$ cat src/rtl/bin_to_xs3_seq_pkg.sv
// Shared constants, FSM encoding and helpers for the sequential binary-to-BCD/excess-3 converter.
package bin_to_xs3_seq_pkg;

  typedef enum logic [1:0] {
    IDLE = 2'd0,
    CONV = 2'd1,
    DONE = 2'd2
  } state_t;

  localparam logic [3:0] XS3_BIAS   = 4'd3;
  localparam logic [3:0] ADJ_THRESH = 4'd5;

  // 10^n, wide enough for the largest legal digit count (10^10 needs 34 bits).
  function automatic logic [63:0] pow10(input int unsigned n);
    logic [63:0] p;
    p = 64'd1;
    for (int unsigned i = 0; i < n; i++) begin
      p = p * 64'd10;
    end
    return p;
  endfunction

endpackage

$ cat src/rtl/bin_to_xs3_seq_adj.sv
// Single-digit double-dabble correction: add 3 when the BCD digit is 5 or more.
module xs3_digit_adj
  import bin_to_xs3_seq_pkg::*;
(
  input  logic [3:0] digit,
  output logic [3:0] adj_c
);

  assign adj_c = (digit >= ADJ_THRESH) ? digit + XS3_BIAS : digit;

endmodule

$ cat src/rtl/bin_to_xs3_seq.sv
// Sequential binary to BCD / excess-3 converter, one shift-add-3 iteration per clock.
// Optional out_par (even parity of dout) when BIN_TO_XS3_SEQ_PARITY_EN is defined.
module bin_to_xs3_seq
  import bin_to_xs3_seq_pkg::*;
#(
  parameter int unsigned BIN_W  = 8,
  parameter int unsigned DIGITS = 3
) (
  input  logic                  clk,
  input  logic                  rst_n,
  input  logic                  in_valid,
  output logic                  in_ready,
  input  logic [BIN_W-1:0]      bin_in,
  input  logic                  mode_xs3,
  output logic                  out_valid,
  input  logic                  out_ready,
  output logic [4*DIGITS-1:0]   dout,
  output logic                  ovf,
  output logic                  busy
`ifdef BIN_TO_XS3_SEQ_PARITY_EN
  , output logic                out_par
`endif
);

  localparam int unsigned DOUT_W    = 4 * DIGITS;
  localparam int unsigned CNT_W     = $clog2(BIN_W + 1);
  localparam logic [63:0] OVF_LIMIT = pow10(DIGITS);

  state_t              state, state_n;
  logic [BIN_W-1:0]    shift, shift_n;
  logic [DOUT_W-1:0]   digits, digits_n, adj_c, dout_n;
  logic [CNT_W-1:0]    count, count_n;
  logic                mode, mode_n, ovf_n;
  logic                in_ready_n, out_valid_n, busy_n;

  // Saturate on overflow, then optionally bias every digit into excess-3.
  function automatic logic [DOUT_W-1:0] finalize(input logic [DOUT_W-1:0] bcd,
                                                 input logic sat, input logic xs3);
    logic [DOUT_W-1:0] r;
    logic [3:0]        d;
    r = '0;
    for (int i = 0; i < int'(DIGITS); i++) begin
      d = sat ? 4'd9 : bcd[4*i +: 4];
      if (xs3) d = d + XS3_BIAS;
      r[4*i +: 4] = d;
    end
    return r;
  endfunction

  for (genvar g = 0; g < int'(DIGITS); g++) begin : g_adj
    xs3_digit_adj u_adj (
      .digit (digits[4*g +: 4]),
      .adj_c (adj_c[4*g +: 4])
    );
  end

  // Next-state, datapath and registered-output computation.
  always_comb begin
    state_n  = state;
    shift_n  = shift;
    digits_n = digits;
    count_n  = count;
    mode_n   = mode;
    dout_n   = dout;
    ovf_n    = ovf;
    case (state)
      IDLE: begin
        if (in_valid) begin
          shift_n  = bin_in;
          mode_n   = mode_xs3;
          digits_n = '0;
          count_n  = CNT_W'(BIN_W);
          ovf_n    = (64'(bin_in) >= OVF_LIMIT);
          state_n  = CONV;
        end
      end
      CONV: begin
        // Bits shifted out of the top digit only matter on overflow, which saturates anyway.
        digits_n = DOUT_W'({adj_c, shift[BIN_W-1]});
        shift_n  = {shift[BIN_W-2:0], 1'b0};
        count_n  = count - CNT_W'(1);
        if (count == CNT_W'(1)) begin
          dout_n  = finalize(digits_n, ovf, mode);
          state_n = DONE;
        end
      end
      DONE: begin
        if (out_ready) state_n = IDLE;
      end
      default: state_n = IDLE;
    endcase
    in_ready_n  = (state_n == IDLE);
    out_valid_n = (state_n == DONE);
    busy_n      = (state_n != IDLE);
  end

  always_ff @(posedge clk or negedge rst_n) begin
    if (!rst_n) begin
      state     <= IDLE;
      shift     <= '0;
      digits    <= '0;
      count     <= '0;
      mode      <= 1'b0;
      dout      <= '0;
      ovf       <= 1'b0;
      in_ready  <= 1'b1;
      out_valid <= 1'b0;
      busy      <= 1'b0;
    end else begin
      state     <= state_n;
      shift     <= shift_n;
      digits    <= digits_n;
      count     <= count_n;
      mode      <= mode_n;
      dout      <= dout_n;
      ovf       <= ovf_n;
      in_ready  <= in_ready_n;
      out_valid <= out_valid_n;
      busy      <= busy_n;
    end
  end

`ifdef BIN_TO_XS3_SEQ_PARITY_EN
  always_ff @(posedge clk or negedge rst_n) begin
    if (!rst_n) out_par <= 1'b0;
    else        out_par <= ^dout_n;
  end
`endif

endmodule

$ cat config.mk
export PLATFORM = sky130hd
export DESIGN_NAME = bin_to_xs3_seq
export DESIGN_NICKNAME = d
export VERILOG_FILES = /design/src/rtl/bin_to_xs3_seq_pkg.sv /design/src/rtl/bin_to_xs3_seq_adj.sv /design/src/rtl/bin_to_xs3_seq.sv
export SDC_FILE = /design/constraint.sdc
export NUM_CORES = 1
export LEC_CHECK = 0
export CAP_MARGIN = 20
export CORE_MARGIN = 2
export CORE_UTILIZATION = 50
export DETAILED_ROUTE_END_ITERATION = 10
export PLACE_DENSITY = 0.81
export SYNTH_ARGS = -nofsm -noshare
export SYNTH_HDL_FRONTEND = slang
export SYNTH_SLANG_ARGS = --single-unit
$ cat constraint.sdc
create_clock -name clk -period 5.21 [get_ports clk]
set_input_delay 1.563 -clock clk [delete_from_list [all_inputs] [get_ports clk]]
set_output_delay 1.563 -clock clk [all_outputs]
set_load 0.01 [all_outputs]
==> results.md <==
- RSZ-0062 raised after global routing: no
- R2R cell count: 5
- Hold Path End: dout[9]
- Vias in the first global route: 1725
- # DRC: 0
- Syn_nets: between 200 and 300
- Yosys top cell area share: a little under half
- Worst slew pin tran: ~1 ns
- Top layer used by detailed routing: met4
- Most frequent cell after synthesis: dfrtp_1
- CTS tree: built
- WL met2: between 2000 and 2500 um
- Worst hold path class: flop to flop
- Worst R2R Start: state[0]
- Hold Crit Start: dout[9]
- Met3 WL post-DR: about 270 um
- Drt pass-1 iters: 4
- Unique masters post-synth: 42
- Post-CTS setup buffer count: 0
- Avg WL per Cell: 14.03 um
- Peak Freq: 331.4 MHz
- Clock buffer depth: 2
- Top FF cell, synth: dfrtp_1
- CP Max Fanout: 10
- H-tree Lvls: 2
- Status: finished clean
- Layout Nets: 290
- Crit path kind: input pin to flop
- CTS Buf Count: 5
- Die Height: between 70 and 80 um
- Total Routed Length: approximately 4500 um
- Synth area leader: dfrtp_1
- Initial core utilization: 52.16%
- WL met1: between 2000 and 2500 um
- IO Pins: 29
- Worst path arrival time: between 3 and 4 ns
- Fill cells: 396
- FP Rows: 24
- Finished Cell Area: 0.002663 mm2
- Critical Path RT: around 5.4 ns
- Max Slew Vio Count: 0
- Synth cell count leaders: 41 x dfrtp_1, 33 x nand2_1, 33 x o21ai_0, 17 x a21oi_1, 16 x inv_1
- First-pass GRT wire length: slightly below 8000 um
- Synth Warn #: 0
- DR vias: between 1500 and 2000
- P per Cell Area: 634.2 mW/mm2
- R2r endpoint: dout[7]
- GRT Total Usage: 19.16%
- VDD IR max: 203.3 uV
- Placed instance area: between 0.002 and 0.003 mm2
- Largest net degree at the start of global routing: 43
- Area Growth Syn to Fin: 17.25%
- Synth Cell Area: between 0.002 and 0.0025 mm2
- Post-synthesis sequential area ratio: a little under half
- Antenna viol nets, final: 0
- Routability Congestion: 0.8636
- Die Area: ~0.005 mm2
- # clock sinks: 42
- Core area: roughly 0.0044 mm2
- Setup Skew: between 0.005 and 0.006 ns
- Post-Syn Instances: 245
- Final antenna diode count: 0
- Register area: between 0.001 and 0.0015 mm2
- DR vias/cell: roughly 5.6
- Multi-input logic area: between 0.001 and 0.0015 mm2
- Max Cap Viol: 0
- Setup TNS: 0 ns
- DR iter-0 viols: between 100 and 150
- Area contributors post-synth: dfrtp_1 45%, o21ai_0 7.3%, ha_1 5.5%, nand2_1 5.5%, a21oi_1 3.7%
- Fraction of registers with async set or reset after synthesis: 100.0%
- # port buffers: 27
- Critical Path End Type: flop
- Worst-Skew Late Latency: approximately 0.30 ns
- Reg-to-reg slack, setup: ~2.2 ns
- Post-DP HPWL: ~3100 um
- DIE WIDTH: 71.40 um
- Lkg Pwr: 1.192 nW
- CTS root buf: clkbuf_8
- Fin crit share: around 58%
- Reg clk slew, reported paths: roughly 0.08 ns
- Synth Register Bits: 42
- Crit path launch type: input pin
- Initial antenna violation count: 0
- Final setup violating endpoints: 0
- CTS resizes: 0
- Final min period: a little over 3 ns
- Avg Cell Area, Syn: between 9 and 10 um2
- Worst slew margin: roughly 33%
- Hold_buf cts: 0
- Post-synth EDFFs: 0
- Final Hold Viols: 0
- Hold Crit Depth: 2
- Share of post-route cells with drive strength above 1: 7.463%
- Grt total ovfl: 0
-- metrics by stage --
step                      hold slack, ns  setup slack [ns]  instances  util, %  total power, mW
final                             0.4792             2.193        320    61.15            1.689
after floorplan                   0.4498             2.546        245        -            1.189
after CTS                         0.4882             2.224        320    61.15            1.704
after detailed placement          0.4701             1.908        312    58.65            1.443
after global placement            0.4597             1.909        312    58.65            1.409
after global routing              0.5216             1.989        320    61.15            1.841
-- layout make-up --
type / instances / share of cell area [%]
multi-input combinational: 172 / 41.17
sequential: 42 / 39.52
timing repair buffer: 28 / 10.24
clock buffer: 5 / 2.585
inverter: 18 / 2.538
tap: 52 / 2.444
clock inverter: 3 / 1.504
-- routing by layer --
| layer | vias to the layer above | GRT usage, % |
|---|---|---|
| met5 | - | 0 |
| met4 | 0 | 7.128 |
| met3 | 5 | 4.219 |
| met2 | 49 | 31.48 |
| met1 | 863 | 24.93 |
| li1 | 889 | - |
-- sequential cells by signal (all words and copies together), names as in the netlist --
| signal | flops |
|---|---|
| busy | 1 |
| count | 4 |
| digits | 12 |
| dout | 12 |
| in_ready | 1 |
| mode | 1 |
| out_valid | 1 |
| shift | 8 |
| state | 2 |
-- where the power goes --
part	switching [mW]	internal, mW
Sequential	0.138	0.463
Combinational	0.429	0.404
Clock	0.113	0.141
-- cells by family after synthesis --
logic type | synth area share, %
buf+inv | 5.400
compound gates | 21.60
other cells | 0.1651
mux | 2.534
xor+xnor | 3.471
flops | 46.34
fa+ha+maj | 5.510
simple gates | 14.99
-- worst max path at each step --
stage | from | to | slack (ns) | cells after the start
2_1_floorplan | in_valid | busy | 2.55 | 4
6_report | in_valid | mode | 2.19 | 4
3_5_place_dp | in_valid | mode | 1.91 | 4
3_3_place_gp | in_valid | mode | 1.91 | 4
5_1_grt | state[0] | dout[7] | 1.99 | 5
4_1_cts | in_valid | mode | 2.22 | 4
-- worst max-delay path, cell delays in order --
cell	delay, ns
clkdlybuf4s50_1	0.64
nor2b_1	0.61
a21oi_1	0.15
a31o_2	0.23
-- layout by cell type (no fill, tap or decap), drive strengths merged, types with 2 or more instances in the layout --
cell type / netlist / routed
clkinv: 0 / 2
clkbuf: 10 / 5
a22o: 7 / 7
mux2i: 2 / 2
nor2: 5 / 5
nor3: 5 / 5
nand2: 33 / 33
nand2b: 4 / 4
xnor2: 9 / 9
o211ai: 3 / 3
dfrtp: 41 / 41
nand4: 2 / 2
a22oi: 7 / 7
nand3: 2 / 2
mux2: 3 / 3
inv: 18 / 18
nor2b: 13 / 13
ha: 10 / 10
a221o: 2 / 2
a21oi: 17 / 17
clkdlybuf4s50: 0 / 26
buf: 3 / 2
o21ai: 33 / 33
Note: power is estimated with default switching activity, not from simulation.
